### config.mk
export PLATFORM = sky130hd
export DESIGN_NAME = cordic_rotator
export DESIGN_NICKNAME = d
export VERILOG_FILES = /design/src/rtl/param_adder.sv /design/src/rtl/cordic_rotator.sv
export SDC_FILE = /design/constraint.sdc
export NUM_CORES = 1
export LEC_CHECK = 0
export BUFFER_PORTS_ARGS = -buffer_cell sky130_fd_sc_hd__clkbuf_2
export CORE_MARGIN = 1.5
export CORE_UTILIZATION = 54
export CTS_CLUSTER_SIZE = 25
export DETAILED_ROUTE_END_ITERATION = 12
export PLACE_DENSITY = 0.78
export SYNTH_ARGS = -nofsm -noshare
export SYNTH_HDL_FRONTEND = slang
export SYNTH_SLANG_ARGS = --single-unit
### constraint.sdc
create_clock -name clk -period 8.9 [get_ports clk]
set_input_delay 1.335 -clock clk [delete_from_list [all_inputs] [get_ports clk]]
set_output_delay 1.335 -clock clk [all_outputs]
set_load 0.02 [all_outputs]
### src/rtl/param_adder.sv
// Ripple-carry adder with carry-in.
// Subtractions are built by feeding the inverted operand with cin=1.
module param_adder #(
    parameter int unsigned Width = 8
) (
    input  logic [Width-1:0] a,
    input  logic [Width-1:0] b,
    input  logic             cin,
    output logic [Width-1:0] sum
);

    logic carry;

    // Bit-serial ripple: each bit's carry feeds the next; the final carry-out is not needed.
    always_comb begin
        sum   = '0;
        carry = cin;
        for (int k = 0; k < Width; k++) begin
            sum[k] = a[k] ^ b[k] ^ carry;
            carry  = (a[k] & b[k]) | (carry & (a[k] ^ b[k]));
        end
    end

endmodule

### src/rtl/cordic_rotator.sv
// Iterative CORDIC rotation engine: rotates (x, y) by a 16-bit binary angle, one
// micro-rotation per clock, with a valid/ready handshake on both sides.
// Optional macro CORDIC_GAIN_COMP_EN adds a COMP cycle that scales the result by 1/K.
// ITER must lie in 1..15 (the arctangent table has 15 entries).
module cordic_rotator #(
    parameter int unsigned WIDTH = 16,
    parameter int unsigned ITER  = 14
) (
    input  logic                    clk,
    input  logic                    rst,
    input  logic                    in_valid,
    output logic                    in_ready,
    input  logic signed [WIDTH-1:0] x_in,
    input  logic signed [WIDTH-1:0] y_in,
    input  logic [15:0]             angle_in,
    output logic                    out_valid,
    input  logic                    out_ready,
    output logic signed [WIDTH+1:0] x_out,
    output logic signed [WIDTH+1:0] y_out
);

    localparam int unsigned XW = WIDTH + 2;

`ifdef CORDIC_GAIN_COMP_EN
    typedef enum logic [1:0] {StIdle, StRotate, StComp, StDone} state_e;
`else
    typedef enum logic [1:0] {StIdle, StRotate, StDone} state_e;
`endif

    state_e                state_q;
    logic signed [XW-1:0]  x_q, y_q;
    logic [15:0]           z_q;
    logic [3:0]            iter_q;

    // round(atan(2^-i) * 2^16 / 2pi)
    function automatic logic [15:0] atan_lut(input logic [3:0] idx);
        case (idx)
            4'd0:    return 16'd8192;
            4'd1:    return 16'd4836;
            4'd2:    return 16'd2555;
            4'd3:    return 16'd1297;
            4'd4:    return 16'd651;
            4'd5:    return 16'd326;
            4'd6:    return 16'd163;
            4'd7:    return 16'd81;
            4'd8:    return 16'd41;
            4'd9:    return 16'd20;
            4'd10:   return 16'd10;
            4'd11:   return 16'd5;
            4'd12:   return 16'd3;
            4'd13:   return 16'd1;
            4'd14:   return 16'd1;
            default: return 16'd0;
        endcase
    endfunction

`ifdef CORDIC_GAIN_COMP_EN
    // v * (2^-1 + 2^-3 - 2^-6 - 2^-9 - 2^-13) ~= v / 1.6468, each shift truncated.
    function automatic logic signed [XW-1:0] gain_comp(input logic signed [XW-1:0] v);
        return (v >>> 1) + (v >>> 3) - (v >>> 6) - (v >>> 9) - (v >>> 13);
    endfunction
`endif

    // Load path with quadrant pre-rotation: angles in [90deg, 270deg) are folded by
    // negating the vector and adding 180deg, keeping the residual within CORDIC range.
    logic                 swap;
    logic signed [XW-1:0] x_ext, y_ext, x_ld, y_ld;
    logic [15:0]          z_ld;

    assign swap  = angle_in[15] ^ angle_in[14];
    assign x_ext = {{2{x_in[WIDTH-1]}}, x_in};
    assign y_ext = {{2{y_in[WIDTH-1]}}, y_in};
    assign x_ld  = swap ? -x_ext : x_ext;
    assign y_ld  = swap ? -y_ext : y_ext;
    assign z_ld  = swap ? {~angle_in[15], angle_in[14:0]} : angle_in;

    // Micro-rotation datapath. d_pos selects d=+1 (Z non-negative).
    logic                 d_pos, last_iter;
    logic signed [XW-1:0] x_sh, y_sh, x_op, y_op, x_nxt, y_nxt;
    logic [15:0]          atan_i, z_op, z_nxt;

    assign d_pos     = ~z_q[15];
    assign last_iter = (iter_q == 4'(ITER - 1));
    assign x_sh      = x_q >>> iter_q;
    assign y_sh      = y_q >>> iter_q;
    assign atan_i    = atan_lut(iter_q);
    // X - d*(Y>>>i), Y + d*(X>>>i), Z - d*atan[i]; subtraction = invert + carry-in.
    assign x_op      = d_pos ? ~y_sh : y_sh;
    assign y_op      = d_pos ? x_sh : ~x_sh;
    assign z_op      = d_pos ? ~atan_i : atan_i;

    param_adder #(.Width(XW)) u_x_add (
        .a   (x_q),
        .b   (x_op),
        .cin (d_pos),
        .sum (x_nxt)
    );

    param_adder #(.Width(XW)) u_y_add (
        .a   (y_q),
        .b   (y_op),
        .cin (~d_pos),
        .sum (y_nxt)
    );

    param_adder #(.Width(16)) u_z_add (
        .a   (z_q),
        .b   (z_op),
        .cin (d_pos),
        .sum (z_nxt)
    );

`ifdef CORDIC_GAIN_COMP_EN
    logic signed [XW-1:0] x_cmp, y_cmp;
    assign x_cmp = gain_comp(x_q);
    assign y_cmp = gain_comp(y_q);
`endif

    assign in_ready  = (state_q == StIdle);
    assign out_valid = (state_q == StDone);

    // Control FSM, working registers and the registered result outputs.
    always_ff @(posedge clk or posedge rst) begin
        if (rst) begin
            state_q <= StIdle;
            x_q     <= '0;
            y_q     <= '0;
            z_q     <= '0;
            iter_q  <= '0;
            x_out   <= '0;
            y_out   <= '0;
        end else begin
            unique case (state_q)
                StIdle: begin
                    if (in_valid) begin
                        x_q     <= x_ld;
                        y_q     <= y_ld;
                        z_q     <= z_ld;
                        iter_q  <= '0;
                        state_q <= StRotate;
                    end
                end
                StRotate: begin
                    x_q    <= x_nxt;
                    y_q    <= y_nxt;
                    z_q    <= z_nxt;
                    iter_q <= iter_q + 4'd1;
                    if (last_iter) begin
`ifdef CORDIC_GAIN_COMP_EN
                        state_q <= StComp;
`else
                        x_out   <= x_nxt;
                        y_out   <= y_nxt;
                        state_q <= StDone;
`endif
                    end
                end
`ifdef CORDIC_GAIN_COMP_EN
                StComp: begin
                    x_q     <= x_cmp;
                    y_q     <= y_cmp;
                    x_out   <= x_cmp;
                    y_out   <= y_cmp;
                    state_q <= StDone;
                end
`endif
                StDone: begin
                    if (out_ready) state_q <= StIdle;
                end
                default: state_q <= StIdle;
            endcase
        end
    end

endmodule
# Yosys cells after proc, flatten, opt, wreduce, memory -nomap -nowiden

Memory sizes are Yosys's and may differ from the RTL's.
Cells that the tools add are included.

Register bits after elaboration: 94
Bits in read-only memories: 224
Input port bits: 52
Output and inout port bits: 38
Logic and storage cells: 299
Memories: 1

Memories:

| memory          | words | bits a word | read ports | clocked after Yosys merged registers in | wr ports | RTL line             | RTL |
|---|---|---|---|---|---|---|---|
| (no name shown) | 16    | 14          | 1          | 0                                       | 0        | cordic_rotator.sv:37 | `case (idx)` |

$add $sub $neg: 3
Eq/ne operators: 6
Shift operators: 2
Muxes and demuxes: 18
Bitwise gates (word level): 257
Reduce and logical (&&, ||, !) cells: 5

Operators with widths:

| kind                                                                    | number |
|---|---|
| 18-bit two-way mux                                                      | 6 |
| 1-bit XOR                                                               | 105 |
| 1-bit bitwise AND                                                       | 98 |
| 18-bit case mux with 2 select lines                                     | 2 |
| 1-bit bitwise OR                                                        | 49 |
| 16-bit two-way mux                                                      | 3 |
| 16-bit negator with 18-bit output                                       | 2 |
| 18-bit inverter                                                         | 2 |
| 18-bit by 4-bit >>> shifter with 18-bit output                          | 2 |
| 16-bit case mux with 2 select lines                                     | 1 |
| 16-bit inverter                                                         | 1 |
| 4-bit case mux with 2 select lines                                      | 1 |
| 2-bit two-way mux                                                       | 3 |
| 2-bit case mux with 3 select lines                                      | 1 |
| 4-bit by 1-bit adder with 4-bit output, second input constant           | 1 |
| 4-bit == test, second input constant                                    | 1 |
| 4-bit two-way mux                                                       | 1 |
| 2-bit inequality test, second input constant                            | 2 |
| 2-bit AND reduction                                                     | 2 |
| 3-bit AND reduction                                                     | 1 |
| 2-bit by 1-bit == test with 1-bit output, second input constant         | 1 |
| 2-bit == test, second input constant                                    | 1 |
| 2-bit zero test                                                         | 1 |
| 2-bit by 1-bit inequality test with 1-bit output, second input constant | 1 |
| 2 further kinds                                                         | 3 |

# Depth between registers and ports, before layout

Gate-level depths: netlist of the first run.

Depth in word-level cells: 40
Gate-level depth with buffers: 31
Gate-level depth less buffers: 28

# Cells and area by module

A second synthesis of the first run with hierarchy kept.

Cells, all modules: 791
Area total of the unflattened synthesis: 8279.2 um^2

Modules (own cells, without submodules):

| module                     | times used | cells each | area an instance (um^2) | seq. area each (um^2) |
|---|---|---|---|---|
| cordic_rotator             | 1          | 724        | 7170.6                  | 2352.3 |
| param_adder at u_x_add ... | 2          | 23         | 382.9                   | 0.0 |
| param_adder at u_z_add     | 1          | 21         | 342.8                   | 0.0 |

# Worst setup path after synthesis of the first run

No wires, ideal clock.

Kind: reg-to-reg
Start: reg iter_q[1]
End: reg x_q[17]
Setup time: 104 ps
Arrival time: 8423 ps
Data required time: 8796 ps
Path slack: 373 ps
Stages on the path, launching flop included: 28
Buffers on the path: 1
Period minus slack after synthesis: 8527 ps
Cell sequence: dfrtp_1 -> buf_6 -> mux2_4 -> mux4_2 -> mux2_4 -> mux2i_1 -> fa_1 -> fa_1 -> fa_1 -> fa_1 -> fa_1 -> fa_1 -> fa_1 -> fa_1 -> fa_1 -> fa_1 -> fa_1 -> fa_1 -> fa_1 -> inv_1 -> fa_1 -> inv_1 -> fa_1 -> fa_1 -> xor2_1 -> xnor2_1 -> o21ai_0 -> a221oi_1

Longest elaborated chain between the ends: 40
Elaborated cells on any way between the ends: 74
Those cells by class: shift (1); mux (2); bitwise (71)

RTL lines:

| item                                             | RTL line              | RTL |
|---|---|---|
| start, declared                                  | cordic_rotator.sv:33  | `logic [3:0] iter_q;` |
| start signal, assigned                           | cordic_rotator.sv:147 | `iter_q <= iter_q + 4'd1;` |
| 18-bit by 4-bit >>> shifter with 18-bit output * | cordic_rotator.sv:85  | `assign y_sh = y_q >>> iter_q;` |
| 18-bit inverter                                  | cordic_rotator.sv:88  | `assign x_op = d_pos ? ~y_sh : y_sh;` |
| 18-bit two-way mux *                             | cordic_rotator.sv:88  |  |
| 1-bit XOR                                        | param_adder.sv:20     | `carry = (a[k] & b[k]) \| (carry & (a[k] ^ b[k]));` |
| 1-bit bitwise AND                                | param_adder.sv:20     |  |
| 1-bit bitwise OR                                 | param_adder.sv:20     |  |
| 1-bit bitwise AND                                | param_adder.sv:20     |  |
| 1-bit bitwise OR                                 | param_adder.sv:20     |  |
| [24 not listed]                                  | --                    |  |
| 1-bit bitwise AND                                | param_adder.sv:20     |  |
| 1-bit bitwise OR                                 | param_adder.sv:20     |  |
| 1-bit bitwise AND                                | param_adder.sv:20     |  |
| 1-bit bitwise OR                                 | param_adder.sv:20     |  |
| 1-bit bitwise AND                                | param_adder.sv:20     |  |
| 1-bit bitwise OR                                 | param_adder.sv:20     |  |
| 1-bit XOR *                                      | param_adder.sv:19     | `sum[k] = a[k] ^ b[k] ^ carry;` |
| 18-bit case mux with 2 select lines *            | cordic_rotator.sv:133 | `unique case (state_q)` |
| end signal, assigned                             | cordic_rotator.sv:136 | `x_q <= x_ld;` |
| end signal, assigned                             | cordic_rotator.sv:144 | `x_q <= x_nxt;` |
| end, declared                                    | cordic_rotator.sv:31  | `logic signed [XW-1:0] x_q, y_q;` |

Every way passes the cells marked *; elsewhere a longest branch is shown, timed or not.
A chain may end at the register's enable or synchronous reset.

# Worst setup path after layout of the first run

Start: reg iter_q[1]
End: reg y_q[16]

Longest elaborated chain between the ends: 38
Elaborated cells on any way between the ends: 70
Those cells by class: shift (1); mux (2); bitwise (67)

RTL lines:

| item                                             | RTL line              | RTL |
|---|---|---|
| 18-bit by 4-bit >>> shifter with 18-bit output * | cordic_rotator.sv:84  | `assign x_sh = x_q >>> iter_q;` |
| 18-bit inverter                                  | cordic_rotator.sv:89  | `assign y_op = d_pos ? x_sh : ~x_sh;` |
| 18-bit two-way mux *                             | cordic_rotator.sv:89  |  |
| 1-bit XOR                                        | param_adder.sv:20     |  |
| 1-bit bitwise AND                                | param_adder.sv:20     |  |
| 1-bit bitwise OR                                 | param_adder.sv:20     |  |
| 1-bit bitwise AND                                | param_adder.sv:20     |  |
| 1-bit bitwise OR                                 | param_adder.sv:20     |  |
| [22 not listed]                                  | --                    |  |
| 1-bit bitwise AND                                | param_adder.sv:20     |  |
| 1-bit bitwise OR                                 | param_adder.sv:20     |  |
| 1-bit bitwise AND                                | param_adder.sv:20     |  |
| 1-bit bitwise OR                                 | param_adder.sv:20     |  |
| 1-bit bitwise AND                                | param_adder.sv:20     |  |
| 1-bit bitwise OR                                 | param_adder.sv:20     |  |
| 1-bit XOR *                                      | param_adder.sv:19     |  |
| 18-bit case mux with 2 select lines *            | cordic_rotator.sv:133 |  |
| end signal, assigned                             | cordic_rotator.sv:137 | `y_q <= y_ld;` |
| end signal, assigned                             | cordic_rotator.sv:145 | `y_q <= y_nxt;` |
| end, declared                                    | cordic_rotator.sv:31  |  |

Marked as above.

==> metrics.yaml, run 1 <==
worst_slack_ps: 250
multi_input_area_um2: 5040
final_antenna_net_count: 0
final_cells: 1095
numCtsBuffers: 9
status: "completed"
timing.rr.start: "iter_q[1]"
muxShareOfSynthArea_pct: 14.7
grt_pass1_wl_um: 36200
postCtsHoldBufs: 0
ff2ff_path_depth: 29
post-route-period-util_pct: 97.2
place_ws_ps: -93.3
cp_top_family: "adder cells"
final_layout_size_suffix_gt1_share_pct: 25.8
yosys_warnings: 0
synth_adder_area_share_pct: 13.0
synth-compound-area-share_pct: 16.1
rows: 43
drt_first_pass_iters: 5
critPathRequiredTime_ps: 9120
core-area_um2: 14000
dp.cells: 1071
crit_path_max_incr_delay_ps: 590
cp.arrival_ps: 8870
worst_pin_slew_ps: 1150
worst_slew_margin_rel_pct: 22.8
setup_viol: 0
reg2reg_to: "y_q[16]"
final_cell_mix: "106 x nand2_1, 92 x dfrtp_1, 89 x clkbuf_2"
fin_skew_ps: 10.6
final_common_cell: "nand2_1"
regArea_um2: 2360
synth_edf_count: 0
syn_area_um2: 7830
io_pins: 90
synth_nets: 925
die_area_um2: 15200
port_buffers: 89
clock_latency_ps: 360
dpl.hpwl_um: 16900
syn_area_per_cell_um2: 9.56
holdCritStartpoint: "y_out[9]"
fin_setup_tns_ps: 0
cp_num_buf_inv: 4
die_w_um: 123
fmaxAchievable_ghz: 0.116
async_reset_ff_share_pct: 100
routedWlPerCell_um: 20.8
htree_levels: 3
hold_end: "y_out[9]"
cap_violations: 0
gp_congestion: 1.04
diodes: 0
synth_seq_cells: 94
clock_path_buffers: 2
antenna_found_initial: 0
grtUsageTotal_pct: 31.8
grt_max_degree: 59
ys.flop_type: "dfrtp_1"
cts_tree: "yes"
drc: 0
r2r_slack_ps: 250
drt_iter0_drc: 650
fillCellCount: 1197
cp_slowest_cell: "fa_1"
wirelength_um: 22800
final_max_slew_viol_count: 0
overflow: 0
die_h_um: 123
hp-class: "flip-flop to flip-flop"
criticalPathCategory: "flip-flop to flip-flop"
seq_area_frac_synth_pct: 30.1
vias: 6738
syn_inst: 819
crit_path_max_fanout: 8
cts.clk_slew.worst_paths_ps: 70
finalHoldViolations: 0
cp-end-kind: "flip-flop"
synth_top_family_by_area: "compound AO/OA/AOI/OAI gates"
crit_path_start_kind: "flip-flop"
synth_cell_types: 56
drt-vias-per-instance: 6.15
cp.depth: 29
num-nets-final: 1016
cts_sinks: 94
hold_depth: 2
fin_crit_ps: 8650
grt_pass1_vias: 6470
yosys.area_share.simple_pct: 10.4
area_growth_pct: 15.1
cts_root_buf: "clkbuf_16"
synth_xor_area_share_pct: 9.40
initial_core_util_pct: 55.9
fin_util_pct: 64.4
[cells in the mapped netlist, types with 6 or more instances]
cell / number / area share, %
nand2_1: 107 / 5.1
dfrtp_1: 94 / 30
xnor2_1: 67 / 7.5
o21ai_0: 66 / 4.2
inv_1: 59 / 2.8
fa_1: 46 / 12
nor2_1: 41 / 2.0
clkbuf_1: 40 / 1.9
o221ai_1: 28 / 3.1
mux2i_1: 26 / 3.3
a21oi_1: 25 / 1.6
mux4_2: 25 / 7.2
a31oi_1: 24 / 1.9
mux2_2: 17 / 2.4
o22ai_1: 17 / 1.4
xor2_1: 17 / 1.9
nor3_1: 11 / 0.70
buf_2: 9 / 0.58
ha_1: 8 / 1.3
a22oi_1: 6 / 0.58
buf_1: 6 / 0.29
mux2_4: 6 / 1.2
nand2b_1: 6 / 0.48
[flip-flops by register name, summed over array words and instances (netlist names)]
register	flops
x_out	18
x_q	18
y_out	18
y_q	18
z_q	16
iter_q	4
state_q	2
[worst register-to-register path: cells and delay by family, from the launching register on]
kind / cells / cell delay [ps]
simple gates: 2 / 130
mux: 4 / 1250
fa+ha+maj: 16 / 5830
compound gates: 3 / 380
flops: 1 / 500
buf+inv: 4 / 400
[how the worst max path moves through the flow]
stage | start | end | slack [ps]
floorplan | iter_q[1] | x_q[17] | 370
global placement | iter_q[1] | x_q[17] | 90
detailed placement | iter_q[1] | x_q[17] | -90
CTS | iter_q[1] | x_q[17] | 10
global route | iter_q[1] | y_q[16] | -8
finish | iter_q[1] | y_q[16] | 250
[final cells by class]
cell class | instances | area share (%)
Clock buffer | 10 | 2.65
Clock inverter | 6 | 0.778
Inverter | 64 | 2.69
Multi-Input combinational cell | 602 | 56.0
Sequential cell | 94 | 26.2
Tap cell | 180 | 2.50
Timing Repair Buffer | 139 | 9.25
[metal layers]
layer	global-route usage, %	wire (um)	share of wire [%]
met1	45.4	9800	43
met2	48.5	10400	46
met3	5.17	1760	7.7
met4	13.0	798	3.5
met5	0	0	0
[kinds of logic (layout without fill, tap and decap cells)]
group,after synthesis,after routing
and+or+nand+nor,191,191
xor gates and xnor gates,84,84
buffers and inverters,123,219
muxes,78,78
AOI/OAI and AO/OA,195,195
DFF,94,94
adders and majority gates,54,54
[repair_timing]
item / in CTS / in global routing
endpoints found under the setup margin: 2 / 5
setup buffers: 0 / 8
pin swaps: 0 / 4
gates resized for setup: 1 / 21
[per-stage QoR]
step                hold slack, ps  cell area [um^2]
global route                   511              9010
CTS                            485              8880
detailed placement             470              8570
floorplan                      474              7830
global placement               461              8570
finish                         479              9010
Power of run 1 is not shown: default switching activity piles up to over one toggle a cycle in this logic, so the estimate is an artifact.
==> inputs of run 2 (changes only) <==
--- a/config.mk
+++ b/config.mk
@@ -5,12 +5,13 @@
 export SDC_FILE = /design/constraint.sdc
 export NUM_CORES = 1
 export LEC_CHECK = 0
+export ABC_CLOCK_PERIOD_IN_PS = 9200
 export BUFFER_PORTS_ARGS = -buffer_cell sky130_fd_sc_hd__clkbuf_2
 export CORE_MARGIN = 1.5
-export CORE_UTILIZATION = 54
+export CORE_UTILIZATION = 55
 export CTS_CLUSTER_SIZE = 25
 export DETAILED_ROUTE_END_ITERATION = 12
-export PLACE_DENSITY = 0.78
+export PLACE_DENSITY = 0.76
 export SYNTH_ARGS = -nofsm -noshare
 export SYNTH_HDL_FRONTEND = slang
 export SYNTH_SLANG_ARGS = --single-unit
==> constraint.sdc (replaced) <==
create_clock -name clk -period 9.2 [get_ports clk]
set_input_delay 1.38 -clock clk [delete_from_list [all_inputs] [get_ports clk]]
set_output_delay 1.38 -clock clk [all_outputs]
set_load 0.02 [all_outputs]
==> run 2 against run 1 <==
  * Clock-buffer cell count unchanged
  * Critical path depth decreased by 2
  * Via count decreased by 0.64%
==> metrics.yaml, run 2 (same netlist as run 1, synthesis figures left out) <==
grtUsageTotal_pct: 31.9  # +0.12 points
cp_slowest_cell: "dfrtp_4"
numCtsBuffers: 9  # unchanged
clock_latency_ps: 360  # about the same
area_growth_pct: 13.4
dpl.hpwl_um: 16800  # -0.71%
wirelength_um: 22600  # -0.90%
vias: 6695  # -0.64%
diodes: 0  # unchanged
cts_tree: "yes"
grt_pass1_vias: 6303  # -2.6%
die_area_um2: 15000  # -1.8%
multi_input_area_um2: 5010  # -0.72%
path_common_cell: "fa_1"
core-area_um2: 13900  # -0.77%
status: "completed"
worst_pin_slew_ps: 1150  # -7.03 ps
worst_slew_margin_rel_pct: 23.2  # +0.47 points
cp_num_buf_inv: 3  # -1
io_pins: 90  # unchanged
fillCellCount: 1186  # -0.92%
clock_path_buffers: 2  # unchanged
crit_path_start_kind: "flip-flop"
regArea_um2: 2360  # unchanged
cts_root_buf: "clkbuf_16"
port_buffers: 89  # unchanged
cp.arrival_ps: 9150  # +280 ps
postCtsHoldBufs: 0  # unchanged
fmaxAchievable_ghz: 0.112  # -2.9%
fin_util_pct: 63.9  # -0.47 points
gp_congestion: 1.00  # -4.1%
drt-vias-per-instance: 6.19  # +0.65%
cts_sinks: 94  # unchanged
critPathRequiredTime_ps: 9440  # +320 ps
fin_skew_ps: 9.72  # -0.867 ps
htree_levels: 3  # unchanged
drt_iter0_drc: 538  # -17%
num-nets-final: 1002  # -1.4%
rows: 43  # unchanged
post-route-period-util_pct: 96.8  # -0.41 points
drt_first_pass_iters: 5  # unchanged
drc: 0  # unchanged
crit_path_max_incr_delay_ps: 530  # -60 ps
final_antenna_net_count: 0  # unchanged
setup_viol: 0  # unchanged
final_cell_mix: "106 x nand2_1, 92 x dfrtp_1, 89 x clkbuf_2"
finalHoldViolations: 0  # unchanged
grt_max_degree: 56  # -5.1%
cp_top_family: "adder cells"
fin_setup_tns_ps: 0  # unchanged
final_cells: 1081  # -1.3%
die_h_um: 122  # -0.89%
dp.cells: 1060  # -1.0%
cp-end-kind: "flip-flop"
die_w_um: 122  # -0.89%
grt_setup_unrepaired: "false"
cts.clk_slew.worst_paths_ps: 60  # about the same
routedWlPerCell_um: 20.9  # +0.38%
final_max_slew_viol_count: 0  # unchanged
final_layout_size_suffix_gt1_share_pct: 23.3  # -2.5 points
overflow: 0  # unchanged
cap_violations: 0  # unchanged
hp-class: "flip-flop to flip-flop"
antenna_found_initial: 0  # unchanged
grt_pass1_wl_um: 35900  # -0.80%
fin_crit_ps: 8900  # +254 ps
crit_path_max_fanout: 6  # -2
initial_core_util_pct: 56.4  # +0.43 points
final_common_cell: "nand2_1"
criticalPathCategory: "flip-flop to flip-flop"
-- run 2: worst reg2reg max path: cells and delay by family, from the launching register on --
family	cells	cell delay, ps
adder cells (fa/ha/maj)	16	5950
multiplexers	4	1240
flip-flops	1	530
AO/OA/AOI/OAI	2	420
XOR/XNOR	2	360
buffers and inverters	3	330
-- run 2: final timing paths --
check                           from         end  slack, ps  depth (start not counted)
setup / recovery           iter_q[1]     x_q[17]        300                         27
hold / removal              y_out[1]    y_out[1]        480                          2
setup reg to reg           iter_q[1]     x_q[17]        300                         27
hold reg to reg             y_out[1]    y_out[1]        480                          2
max in group asynchronous        rst      x_q[0]       7070                          3
min in group asynchronous        rst  state_q[1]       1060                          2
-- run 2: layer usage --
metal / global-route usage, % / wire [um] / part of all wire (%) / vias up
met5: 0 / 0 / 0 / -
met4: 11.7 / 589 / 2.6 / 0
met3: 4.93 / 1730 / 7.7 / 40
met2: 48.8 / 10500 / 46 / 316
met1: 46.2 / 9770 / 43 / 3319
li1: - / - / - / 3020
-- run 2: through the flow --
| stage | hold WS [ps] | setup slack, ps | cell area [um^2] |
|---|---|---|---|
| after floorplan | 474 | 673 | 7830 |
| after detailed placement | 470 | 176 | 8500 |
| after global routing | 505 | 9.23 | 8880 |
| final | 477 | 296 | 8880 |
| after global placement | 460 | 339 | 8500 |
| after CTS | 483 | 132 | 8810 |
-- run 2: repair_timing --
action	in CTS	in global routing
resized for setup	0	9
buffers inserted	0	5
setup endpoints to repair	0	4
-- run 2: cell type report --
cell class	count	area share, %
Clock buffer	10	2.58
Clock inverter	6	0.973
Inverter	64	2.73
Multi-Input combinational cell	602	56.4
Sequential cell	94	26.6
Tap cell	180	2.54
Timing Repair Buffer	125	8.20
Power of run 2 is left out for the same reason.
